## src/rtl/spi_pkg.sv

```systemverilog
// Shared types for the full-duplex SPI master: FSM states, per-command mode and
// the parity that marks leading versus trailing sclk edges.
package spi_pkg;

  typedef enum logic [1:0] {
    IDLE  = 2'd0,
    SETUP = 2'd1,
    SHIFT = 2'd2,
    GAP   = 2'd3
  } spi_state_t;

  typedef struct packed {
    logic cpol;
    logic cpha;
    logic lsb_first;
  } spi_mode_t;

  // Edge index e within SHIFT: even e is the leading edge, odd e the trailing edge.
  localparam logic EDGE_LEAD  = 1'b0;
  localparam logic EDGE_TRAIL = 1'b1;

endpackage

```

## src/rtl/spi_clk_tick.sv

```systemverilog
// Half-period timer: counts clk cycles and pulses tick on the last cycle of each
// CLK_DIV-cycle period, wrapping so consecutive periods follow without a gap.
module spi_clk_tick #(
  parameter int CLK_DIV = 11
) (
  input  logic clk,
  input  logic clear,
  input  logic enable,
  output logic tick
);

  localparam int CW = (CLK_DIV > 1) ? $clog2(CLK_DIV) : 1;
  localparam logic [CW-1:0] LAST = CW'(CLK_DIV - 1);

  logic [CW-1:0] cnt;

  assign tick = enable && (cnt == LAST);

  always_ff @(posedge clk) begin
    if (clear) begin
      cnt <= '0;
    end else if (tick) begin
      cnt <= '0;
    end else if (enable) begin
      cnt <= cnt + 1'b1;
    end
  end

endmodule

```

## src/rtl/spi_master_duplex.sv

```systemverilog
// Full-duplex SPI master: one command at a time, per-command CPOL/CPHA/bit order,
// shifts DATA_W bits out on mosi while capturing DATA_W bits from miso.
module spi_master_duplex
  import spi_pkg::*;
#(
  parameter int DATA_W  = 12,
  parameter int CLK_DIV = 11,
  parameter int NUM_CS  = 1,
  parameter int CS_W    = (NUM_CS > 1) ? $clog2(NUM_CS) : 1
) (
  input  logic              clk,
  input  logic              rst,
  input  logic              cmd_valid,
  output logic              cmd_ready,
  input  logic [DATA_W-1:0] cmd_data,
  input  logic [CS_W-1:0]   cmd_cs,
  input  logic              cmd_cpol,
  input  logic              cmd_cpha,
  input  logic              cmd_lsb_first,
  output logic              rsp_valid,
  output logic [DATA_W-1:0] rsp_data,
  output logic              busy,
  output logic              sclk,
  output logic [NUM_CS-1:0] cs_n,
  output logic              mosi,
  input  logic              miso,
  output logic [1:0]        dbg_state
);

  // Handshake: a command transfers on any clk edge where cmd_valid && cmd_ready;
  // cmd_ready is high only in IDLE and out of reset. rsp_valid is a one-cycle
  // pulse with no backpressure; rsp_data holds until the next completion.

  localparam int EW = $clog2(2 * DATA_W);
  localparam logic [EW-1:0] LAST_EDGE = EW'(2 * DATA_W - 1);

  spi_state_t        state;
  spi_mode_t         mode;
  logic [DATA_W-1:0] tx_sh;
  logic [DATA_W-1:0] rx_sh;
  logic [EW-1:0]     edge_cnt;
  logic [EW-1:0]     next_e;
  logic              tick;
  logic              do_edge;
  logic              do_sample;
  logic              do_drive;

  function automatic logic first_bit(input logic [DATA_W-1:0] d, input logic lsb);
    return lsb ? d[0] : d[DATA_W-1];
  endfunction

  function automatic logic [DATA_W-1:0] shift_out(input logic [DATA_W-1:0] d,
                                                  input logic lsb);
    return lsb ? (d >> 1) : (d << 1);
  endfunction

  function automatic logic [DATA_W-1:0] shift_in(input logic [DATA_W-1:0] r,
                                                 input logic b, input logic lsb);
    return lsb ? {b, r[DATA_W-1:1]} : {r[DATA_W-2:0], b};
  endfunction

  // Out-of-range indices select nothing, so all chip selects stay high.
  function automatic logic [NUM_CS-1:0] cs_decode(input logic [CS_W-1:0] idx);
    logic [NUM_CS-1:0] r;
    r = '1;
    for (int i = 0; i < NUM_CS; i++) r[i] = (int'(idx) != i);
    return r;
  endfunction

  spi_clk_tick #(.CLK_DIV(CLK_DIV)) u_tick (
    .clk    (clk),
    .clear  (rst || (state == IDLE)),
    .enable (1'b1),
    .tick   (tick)
  );

  // The SETUP expiry produces edge 0; each later SHIFT expiry produces the next
  // edge, except the one after the final edge, which moves to GAP instead.
  assign next_e    = (state == SETUP) ? '0 : edge_cnt + 1'b1;
  assign do_edge   = tick && ((state == SETUP) ||
                              ((state == SHIFT) && (edge_cnt != LAST_EDGE)));
  assign do_sample = do_edge && (next_e[0] == (mode.cpha ? EDGE_TRAIL : EDGE_LEAD));
  assign do_drive  = do_edge && (mode.cpha ? (next_e[0] == EDGE_LEAD)
                                           : ((next_e[0] == EDGE_TRAIL) &&
                                              (next_e != LAST_EDGE)));

  assign cmd_ready = (state == IDLE) && !rst;
  assign busy      = (state != IDLE);
  assign dbg_state = state;

  always_ff @(posedge clk) begin
    if (rst) begin
      state     <= IDLE;
      mode      <= '0;
      tx_sh     <= '0;
      rx_sh     <= '0;
      edge_cnt  <= '0;
      sclk      <= 1'b0;
      cs_n      <= '1;
      mosi      <= 1'b0;
      rsp_valid <= 1'b0;
      rsp_data  <= '0;
    end else begin
      rsp_valid <= 1'b0;
      case (state)
        IDLE: begin
          if (cmd_valid) begin
            mode     <= '{cpol: cmd_cpol, cpha: cmd_cpha, lsb_first: cmd_lsb_first};
            sclk     <= cmd_cpol;
            cs_n     <= cs_decode(cmd_cs);
            rx_sh    <= '0;
            edge_cnt <= '0;
            // CPHA=0 slaves sample on the first edge, so bit 0 must already be out.
            if (!cmd_cpha) begin
              mosi  <= first_bit(cmd_data, cmd_lsb_first);
              tx_sh <= shift_out(cmd_data, cmd_lsb_first);
            end else begin
              tx_sh <= cmd_data;
            end
            state <= SETUP;
          end
        end
        SETUP: if (tick) state <= SHIFT;
        SHIFT: begin
          if (tick && (edge_cnt == LAST_EDGE)) begin
            state     <= GAP;
            cs_n      <= '1;
            mosi      <= 1'b0;
            sclk      <= mode.cpol;
            rsp_valid <= 1'b1;
            rsp_data  <= rx_sh;
          end
        end
        GAP: if (tick) state <= IDLE;
        default: state <= IDLE;
      endcase
      if (do_edge) begin
        sclk     <= ~sclk;
        edge_cnt <= next_e;
      end
      if (do_sample) rx_sh <= shift_in(rx_sh, miso, mode.lsb_first);
      if (do_drive) begin
        mosi  <= first_bit(tx_sh, mode.lsb_first);
        tx_sh <= shift_out(tx_sh, mode.lsb_first);
      end
    end
  end

endmodule
```

## config.mk

```make
export PLATFORM = sky130hd
export DESIGN_NAME = spi_master_duplex
export DESIGN_NICKNAME = d
export VERILOG_FILES = /design/src/rtl/spi_pkg.sv /design/src/rtl/spi_clk_tick.sv /design/src/rtl/spi_master_duplex.sv
export SDC_FILE = /design/constraint.sdc
export NUM_CORES = 1
export LEC_CHECK = 0
export CAP_MARGIN = 40
export CORE_MARGIN = 4
export CORE_UTILIZATION = 40
export CTS_BUF_LIST = sky130_fd_sc_hd__clkbuf_4
export DETAILED_ROUTE_END_ITERATION = 12
export PLACE_DENSITY = 0.65
export SLEW_MARGIN = 20
export SYNTH_ARGS = -nofsm -noshare
export SYNTH_HDL_FRONTEND = slang
export SYNTH_HIERARCHICAL = 1
export SYNTH_SLANG_ARGS = --single-unit
```

## constraint.sdc

```tcl
create_clock -name clk -period 3.5 [get_ports clk]
set_input_delay 0.7 -clock clk [delete_from_list [all_inputs] [get_ports clk]]
set_output_delay 0.7 -clock clk [all_outputs]
set_load 0.01 [all_outputs]
```

==> summary.md, run 1 <==
| Metric | Value |
|---|---|
| Pwr dens | 467.7 nW/um^2 |
| Post-CTS Resized | 0 |
| CP required | 2800 ps |
| Vias in the first global route | 2531 |
| Clock Root Buffer | clkbuf_4 |
| Post-synth top area share | 35.42% |
| Synthesis-to-finish area growth | 16.93% |
| Ports | 40 |
| Main area contributors after synthesis | dfxtp_1 (35%), mux2_2 (8.5%), nand2_1 (7.1%) |
| GR Overflow Total | 0 |
| Final setup TNS | 0 ps |
| DR DRC count | 0 |
| DRT Pass-1 Iters | 4 |
| Setup Buffers After CTS | 0 |
| Row Count | 31 |
| Max_cap viols | 0 |
| Status | finished, final reports clean |
| Hold WS | 466.1 ps |
| Post-synthesis async set-or-reset flop share | 0% |
| CP max stage cell | clkdlybuf4s50_1 |
| Worst path most repeated cell | inv_1 |
| Simple-gate share of the synthesized area | 19.02% |
| TritonCTS clock tree | done |
| Pin count of the biggest net entering global routing | 51 |
| Final cell count without fillers | 489 |
| CTS Buffer Depth | 2 |
| Critical path launch point type | flop |
| Slew HR | 47.57% |
| Final Net Count | 416 |
| Crit path capture type | output pin |
| FF+latch area | 1081 um^2 |
| Clk slew on worst S/H paths | 170 ps |
| Synthesized area | 3052 um^2 |
| Starting density of the core | 41.63% |
| Post-DRT Antenna Nets | 0 |
| Initial DRC Count | 196 |
| Share of layout cells above drive strength 1 | 11.54% |
| Top cells by count, synth | nand2_1 (58), dfxtp_1 (54), a21oi_1 (31), o211ai_1 (25), mux2_2 (23) |
| Total track usage | 16.35% |
| Static leakage | 0.001229 uW |
| Top_reg_cell synth | dfxtp_1 |
| CP Cell Sequence | inv_1 > ha_1 > inv_1 > nor2_1 > clkdlybuf4s50_1 |
| Syn avg cell area | 8.453 um^2 |
| Max Slew Vio Count | 0 |
| Hold Violations, Final | 0 |
| Final Critical Period | 2701 ps |
| Global-route wire length before repair | 12.00 mm |
| Crit path max fanout | 9 |
| Tot Pwr | 1669 uW |
| H-tree levels | 2 |
| Yosys warns | 6 |
| Die area | 9091 um^2 |
| Worst path arrival time | 2000 ps |
| Via density | 5.591 |
| Clock sinks | 54 |
| Via count | 2734 |
| Fmax | 370.3 MHz |
| Area occupied by multi-input gates | 1813 um^2 |
| Post-DR wirelength/cell | 14.53 um |
| Slowest Stage Delay on Critical Path | 540 ps |
| Max VDD drop | 218.9 uV |
| Inserted Diodes | 0 |
| Post-CTS Hold Buffers | 0 |
| Hold WC Path Type | reg -> reg |
| Fillers | 726 |
| Die Y | 95.35 um |
| Count leader, synth | nand2_1 |
| Number of cells after detailed placement | 481 |
| Synth Area in XOR/XNOR | 1.435% |
| Cells after synthesis | 361 |
| Distinct cells, synth | 48 |
| Post-layout util | 48.68% |
| Port Buffers | 39 |
| Skew final | 17.90 ps |
| Mux share of post-synthesis cell area | 13.78% |
| Final setup vio count | 0 |
| Post-synth EDFFs | 0 |
| #FFs+latches synth | 54 |
| Clk Latency, worst-skew pair | 380 ps |
| Worst-Margin Slew | 783.6 ps |
| GP Congestion | 0.7814 |
| Synth Area in Compound Gates | 21.57% |
| WL final | 7.105 mm |
| CTS buffer count | 5 |
| Adder-cell share of the synthesized area | 2.870% |
| Period utilisation layout | 77.16% |
| DP HPWL | 4.966 mm |
| Combinational family with the most area after synthesis | compound AO/OA/AOI/OAI gates |
| Crit path kind | reg -> out |
| Yosys top cell by area | dfxtp_1 |
| Post-synthesis sequential area ratio | 35.42% |
| Die X-Extent | 95.35 um |
| Core area | 7331 um^2 |
| Initial antenna violation count | 0 |
| Unrepaired setup endpoints after global routing | false |
[area by class of cell]
| class | count | area share [%] |
|---|---|---|
| clock inverters | 3 | 0.7013 |
| flip-flops and latches | 54 | 30.29 |
| clock buffers | 5 | 1.052 |
| repair buffers | 49 | 13.04 |
| inverters | 6 | 0.6311 |
| well taps | 99 | 3.471 |
| multi-input cells | 273 | 50.81 |
[state kept, by name, summed over array words and instances, names as in the netlist]
signal,flops
rx_sh,12
tx_sh,12
mode,3
rsp_data,12
mosi,1
cs_n,1
edge_cnt,5
u_tick/cnt,4
sclk,1
rsp_valid,1
dbg_state,2
[where the power goes]
part	internal [uW]	switching [uW]	leakage [uW]	total, uW
clock	82.6	213	0.0000318	296
combinational	278	373	0.000759	651
sequential	673	49.4	0.000438	723
total	1030	635	0.00123	1670
[metrics by stage]
step           worst slack (ps)  area, um^2
4_1_cts                   773.0        3568
5_1_grt                   632.1        3568
3_3_place_gp              952.3        3498
3_5_place_dp              966.9        3506
6_report                  799.3        3568
2_1_floorplan              1445        3070
[critical path, delay by kind of cell, from the launching register on]
| kind | cells | cell delay (ps) |
|---|---|---|
| fa+ha+maj | 1 | 340 |
| buf+inv | 3 | 780 |
| flops | 1 | 380 |
| simple gates | 1 | 120 |
[per-layer routing]
layer | vias to the layer above | track usage (%) | wire, um | share of wire, %
li1 | 1382 | - | - | -
met4 | 0 | 6.250 | 97 | 1.4
met2 | 59 | 27.52 | 3398 | 48
met1 | 1284 | 20.90 | 3310 | 47
met5 | - | 0 | 0 | 0
met3 | 9 | 2.605 | 297 | 4.2
[cell families (layout without fill, tap and decap cells)]
logic type               after synthesis  after routing
AND/OR/NAND/NOR                      122            122
AO/OA/AOI/OAI                         94             94
flip-flops                            54             54
multiplexers                          39             39
buffers and inverters                 39             63
adder cells (fa/ha/maj)                7              7
XOR/XNOR                               5              5
other                                  1              6
[placed cells by master, fill, tap and decap left out, drive strengths merged, types with 11 or more instances in the layout]
cell / n
nand2: 58
mux2: 24
clkdlybuf4s50: 39
nor2: 15
o211ai: 25
dfxtp: 54
mux2i: 15
a2111oi: 11
a21oi: 31
nand3: 21
[final timing paths]
path                 startpoint     endpoint  slack (ps)  depth (start not counted)
hold / removal      rsp_data[1]  rsp_data[1]         470                          2
hold reg to reg     rsp_data[1]  rsp_data[1]         470                          2
setup reg to reg  u_tick/cnt[0]         mosi         960                          7
setup / recovery   dbg_state[1]    cmd_ready         800                          5
Note: power is estimated with default switching activity, not from simulation.
==> inputs of run 2 (changes only) <==
Clock period 3.5 ns to 2.5 ns, I/O delays scaled along.
==> summary.md, run 2 (synthesized netlist as in run 1, its figures left out) <==
| Metric | Value |
|---|---|
| Status | finished, final reports clean (unchanged) |
| Dpl ws | 252.3 ps (was 966.9 ps) |
| Max VDD drop | 242.5 uV (was 218.9 uV) |
| WHS Endpoint | rsp_data[11] (was rsp_data[1]) |
| Area occupied by multi-input gates | 1815 um^2 (was 1813 um^2) |
| GR Overflow Total | 0 (unchanged) |
| Top Metal Used | met4 (unchanged) |
| Starting density of the core | 41.63% (unchanged) |
| Biggest regs | rsp_data x12, rx_sh x12, tx_sh x12 (unchanged) |
| Die X-Extent | 95.35 um (unchanged) |
| Clock Root Buffer | clkbuf_4 (unchanged) |
| Row Count | 31 (unchanged) |
| Inserted Diodes | 0 (unchanged) |
| CP Buf/Inv Count | 3 (unchanged) |
| WL final | 7.336 mm (was 7.105 mm) |
| Setup Buffers After CTS | 0 (unchanged) |
| Die Y | 95.35 um (unchanged) |
| Die area | 9091 um^2 (unchanged) |
| Hold WC Path Type | reg -> reg (unchanged) |
| Worst-Margin Slew | 629.3 ps (was 783.6 ps) |
| Via count | 2762 (was 2734) |
| Static leakage | 0.001273 uW (was 0.001229 uW) |
| Initial antenna violation count | 0 (unchanged) |
| Post-DR wirelength/cell | 14.76 um (was 14.53 um) |
| CP max stage cell | clkdlybuf4s50_1 (unchanged) |
| Synthesis-to-finish area growth | 18.98% (was 16.93%) |
| CTS Buffer Depth | 2 (unchanged) |
| FF+latch area | 1081 um^2 (unchanged) |
| Initial DRC Count | 180 (was 196) |
| Clk Latency, worst-skew pair | 380 ps (about the same) |
| DR DRC count | 0 (unchanged) |
| CP Cell Sequence | inv_1 > ha_2 > inv_1 > clkdlybuf4s50_1 (was inv_1 > ha_1 > inv_1 > nor2_1 > clkdlybuf4s50_1) |
| Post-DRT Antenna Nets | 0 (unchanged) |
| Total track usage | 16.49% (was 16.35%) |
| Port Buffers | 39 (unchanged) |
| Reg-to-Reg End | tx_sh[5] (was mosi) |
| CTS buffer count | 5 (unchanged) |
| Final instance area | 3631 um^2 (was 3568 um^2) |
| Reg2reg setup slack | 280 ps (was 960 ps) |
| Worst hold start | rsp_data[11] (was rsp_data[1]) |
| Commonest cells after routing, fill and taps aside | nand2_1 (58), dfxtp_1 (54), clkdlybuf4s50_1 (38) (was nand2_1 (58), dfxtp_1 (54), clkdlybuf4s50_1 (39)) |
| Fmax | 427.0 MHz |
| Hold Violations, Final | 0 (unchanged) |
| H-tree levels | 2 (unchanged) |
| DP HPWL | 5.142 mm (was 4.966 mm) |
| Share of layout cells above drive strength 1 | 13.57% (was 11.54%) |
| CP required | 2000 ps (was 2800 ps) |
| Slew HR | 57.99% (was 47.57%) |
| Crit path kind | reg -> out (unchanged) |
| Pwr dens | 651.4 nW/um^2 (was 467.7 nW/um^2) |
| Unrepaired setup endpoints after global routing | false (unchanged) |
| Crit path capture type | output pin (unchanged) |
| Final setup vio count | 0 (unchanged) |
| Area after DPL | 3558 um^2 (was 3506 um^2) |
| DR WL met2 | 3.466 mm (was 3.398 mm) |
| GP Congestion | 0.8356 (was 0.7814) |
| Slowest Stage Delay on Critical Path | 560 ps (was 540 ps) |
| Fillers | 748 (was 726) |
| Final setup TNS | 0 ps (unchanged) |
| Ports | 40 (unchanged) |
| Worst Hold Depth | 2 (unchanged) |
| Number of cells after detailed placement | 488 (was 481) |
| Pin count of the biggest net entering global routing | 31 (was 51) |
| Crit path max fanout | 9 (unchanged) |
| Global-route wire length before repair | 12.22 mm (was 12.00 mm) |
| Clock sinks | 54 (unchanged) |
| Final cell count without fillers | 497 (was 489) |
| Max Slew Vio Count | 0 (unchanged) |
| Final Net Count | 424 (was 416) |
| WL met3 | 249 um (was 297 um) |
| Period utilisation layout | 93.67% |
| Max_cap viols | 0 (unchanged) |
| PnR worst setup slack | 158.2 ps (was 799.3 ps) |
| DRT Pass-1 Iters | 4 (unchanged) |
| Most common cell after layout, fill and taps aside | nand2_1 (unchanged) |
| Worst r2r src | u_tick/cnt[0] (unchanged) |
| Delay-heaviest family, CP | buffers and inverters (unchanged) |
| Vias in the first global route | 2541 (was 2531) |
| Post-layout util | 49.53% (was 48.68%) |
| Critical path launch point type | flop (unchanged) |
| Routed met1 length | 3.537 mm (was 3.310 mm) |
| Worst path most repeated cell | inv_1 (unchanged) |
| Clk slew on worst S/H paths | 170 ps (about the same) |
| TritonCTS clock tree | done (unchanged) |
| R2R depth | 8 (was 7) |
| Skew final | 23.55 ps (was 17.90 ps) |
| Final Critical Period | 2342 ps |
| Via density | 5.557 (was 5.591) |
| Core area | 7331 um^2 (unchanged) |
| Worst path arrival time | 1840 ps (was 2000 ps) |
## run 2: cell types whose count changed in the layout (fill, tap and decap cells not counted), sizes merged
cell | previous run | this run
clkinvlp | 1 | 0
buf | 10 | 17
clkbuf | 5 | 6
clkdlybuf4s50 | 39 | 38
dlygate4sd2 | 0 | 1
inv | 7 | 8
## run 2: layer usage
| layer | global-route usage [%] | vias to the layer above |
|---|---|---|
| met5 | 0 | - |
| met4 | 4.207 | 0 |
| met3 | 2.368 | 6 |
| met2 | 26.88 | 53 |
| met1 | 22.81 | 1316 |
| li1 | - | 1387 |
## run 2: worst reg2reg max path: stages (launching register included)
cell,delay [ps]
dfxtp_1,380
inv_1,70
ha_1,140
and4b_4,280
nand2_1,220
o21a_1,300
a211o_1,310
buf_4,190
a311oi_1,250
## run 2: worst max-delay path by stage
stage / startpoint / to / cells after the start
floorplan: u_tick/cnt[0] / tx_sh[11] / 7
global placement: rst / cmd_ready / 3
detailed placement: cmd_valid / tx_sh[9] / 4
CTS: dbg_state[0] / busy / 4
global route: dbg_state[0] / busy / 4
finish: dbg_state[0] / busy / 4
## run 2: layout make-up
cell class                      count  share of cell area [%]
Sequential cell                    54                   29.77
Tap cell                           99                   3.411
Timing Repair Buffer               57                   14.44
Inverter                            6                  0.6203
Multi-Input combinational cell    273                   50.00
Clock buffer                        5                   1.034
Clock inverter                      3                  0.7236
## run 2: timing repair
| action | 4_1_cts | 5_1_grt |
|---|---|---|
| gates resized for setup | 2 | 0 |
| endpoints found under the hold margin | 0 | 0 |
| hold buffers | 0 | 0 |
| setup endpoints to repair | 1 | 0 |
## run 2: through the flow
stage               total power [uW]  hold WS [ps]
floorplan                       1635         436.0
global placement                1948         442.8
detailed placement              1963         446.4
CTS                             2387         468.1
global route                    2517         489.0
finish                          2365         463.2
## run 2: power by group
group	total [uW]	internal (uW)	switching [uW]
Sequential	1030	943	83.8
Clock	418	120	299
Combinational	920	408	513
Total	2370	1470	895
==> inputs of run 3 (changes only) <==
Clock period 2.5 ns to 2.7 ns, I/O delays scaled along.
==> summary.md, run 3 (synthesized netlist as in run 1, its figures left out) <==
| Metric | Value |
|---|---|
| Initial antenna violation count | 0 (unchanged) |
| Inserted Diodes | 0 (unchanged) |
| Share of layout cells above drive strength 1 | 12.94% (was 13.57%) |
| Via count | 2703 (was 2762) |
| Most common cell after layout, fill and taps aside | nand2_1 (unchanged) |
| TritonCTS clock tree | done (unchanged) |
| Crit path capture type | output pin (unchanged) |
| GP Congestion | 0.8519 (was 0.8356) |
| Crit path max fanout | 9 (unchanged) |
| Slew HR | 59.63% (was 57.99%) |
| Synthesis-to-finish area growth | 18.12% (was 18.98%) |
| CP required | 2160 ps (was 2000 ps) |
| Vias in the first global route | 2447 (was 2541) |
| Fillers | 711 (was 748) |
| Hold WS | 465.2 ps (was 463.2 ps) |
| CTS Buffer Depth | 2 (unchanged) |
| Die area | 9091 um^2 (unchanged) |
| Final Net Count | 420 (was 424) |
| Clk Latency, worst-skew pair | 380 ps (about the same) |
| Critical path launch point type | flop (unchanged) |
| Die X-Extent | 95.35 um (unchanged) |
| Row Count | 31 (unchanged) |
| Starting density of the core | 41.63% (unchanged) |
| CTS buffer count | 5 (unchanged) |
| GR Layer Usage met2 | 26.82% (was 26.88%) |
| Met3 Resource Use GR | 2.447% (was 2.368%) |
| DP HPWL | 5.093 mm (was 5.142 mm) |
| Commonest cells after routing, fill and taps aside | nand2_1 (58), dfxtp_1 (54), clkdlybuf4s50_1 (39) (was nand2_1 (58), dfxtp_1 (54), clkdlybuf4s50_1 (38)) |
| Global-route wire length before repair | 11.75 mm (was 12.22 mm) |
| Pwr dens | 605.5 nW/um^2 (was 651.4 nW/um^2) |
| Crit path kind | reg -> out (unchanged) |
| Status | finished, final reports clean (unchanged) |
| Post-DRT Antenna Nets | 0 (unchanged) |
| Hold WC Path Type | reg -> reg (unchanged) |
| Total track usage | 16.11% (was 16.49%) |
| Via density | 5.483 (was 5.557) |
| Initial DRC Count | 130 (was 180) |
| Area occupied by multi-input gates | 1818 um^2 (was 1815 um^2) |
| DRT Pass-1 Iters | 5 (was 4) |
| Ports | 40 (unchanged) |
| Clk slew on worst S/H paths | 170 ps (about the same) |
| Static leakage | 0.001253 uW (was 0.001273 uW) |
| Die Y | 95.35 um (unchanged) |
| Most Used Layer, Global Route | met2 (unchanged) |
| Clock sinks | 54 (unchanged) |
| Core area | 7331 um^2 (unchanged) |
| Final setup vio count | 0 (unchanged) |
| FF+latch area | 1081 um^2 (unchanged) |
| Max VDD drop | 224.4 uV (was 242.5 uV) |
| WL final | 7.122 mm (was 7.336 mm) |
| Final Critical Period | 2519 ps |
| Skew final | 13.52 ps (was 23.55 ps) |
| GR Overflow Total | 0 (unchanged) |
| Post-DR wirelength/cell | 14.45 um (was 14.76 um) |
| DR DRC count | 0 (unchanged) |
| Unrepaired setup endpoints after global routing | false (unchanged) |
| Worst-Margin Slew | 604.7 ps (was 629.3 ps) |
| GR Util met1 | 21.33% (was 22.81%) |
| Fmax | 396.9 MHz |
| Port Buffers | 39 (unchanged) |
| Hold Violations, Final | 0 (unchanged) |
| Max Slew Vio Count | 0 (unchanged) |
| Final setup TNS | 0 ps (unchanged) |
| Worst path arrival time | 1980 ps (was 1840 ps) |
| Biggest regs | rsp_data x12, rx_sh x12, tx_sh x12 (unchanged) |
| Pin count of the biggest net entering global routing | 51 (was 31) |
| Max_cap viols | 0 (unchanged) |
| Post-layout util | 49.17% (was 49.53%) |
| H-tree levels | 2 (unchanged) |
| Clock Root Buffer | clkbuf_4 (unchanged) |
| Period utilisation layout | 93.31% |
-- run 3: cell count changes in the layout (fill, tap and decap cells not counted) --
cell and delta:
buf_4 -4, clkdlybuf4s50_1 +1, inv_8 +1, nor2_2 +1, inv_6 -1, nor2_1 -1
dlygate4sd2_1 -1, buf_2 +1, clkbuf_4 -1
-- run 3: report_power, final --
group	switching [uW]	internal, uW	total (uW)
logic	476	369	844
clock network	278	114	391
registers	74.2	873	947
-- run 3: per-stage QoR --
| stage | total power [uW] | setup WS, ps | cell area, um^2 | std cells |
|---|---|---|---|---|
| finish | 2183 | 180.5 | 3605 | 493 |
| global route | 2342 | 27.92 | 3605 | 493 |
| CTS | 2209 | 80.39 | 3602 | 493 |
| detailed placement | 1803 | 387.6 | 3533 | 485 |
| global placement | 1787 | 388.3 | 3528 | 484 |
| floorplan | 1514 | 783.4 | 3070 | 366 |
-- run 3: layout make-up --
cell class	count	area share, %
inverter	6	0.6248
clock inverter	3	0.7983
tap	99	3.436
multi-input combinational	273	50.43
timing repair buffer	53	13.68
clock buffer	5	1.041
sequential	54	29.99
-- run 3: timing repair --
action,CTS,global route
endpoints found under the setup margin,1,1
setup buffers,0,0
hold buffers,0,0
gates resized for setup,1,1
pin swaps,0,0
-- run 3: worst max-delay path, stage by stage (launching register included) --
cell             delay [ps]
dfxtp_1                 390
inv_1                   110
ha_2                    270
inv_1                   110
nor2_2                  160
clkdlybuf4s50_1         560
-- run 3: layer usage --
metal  vias up  share of wire, %
li1       1379                 -
met3         7               3.6
met4         0               1.3
met5         -                 0
met2        44                48
met1      1273                47
-- run 3: worst paths after layout --
path	from	to	slack [ps]	depth (start not counted)
min reg2reg	mode[2]	mode[2]	470	2
min	mode[2]	mode[2]	470	2
max	dbg_state[0]	cmd_ready	180	5
max reg2reg	dbg_state[0]	tx_sh[11]	370	6
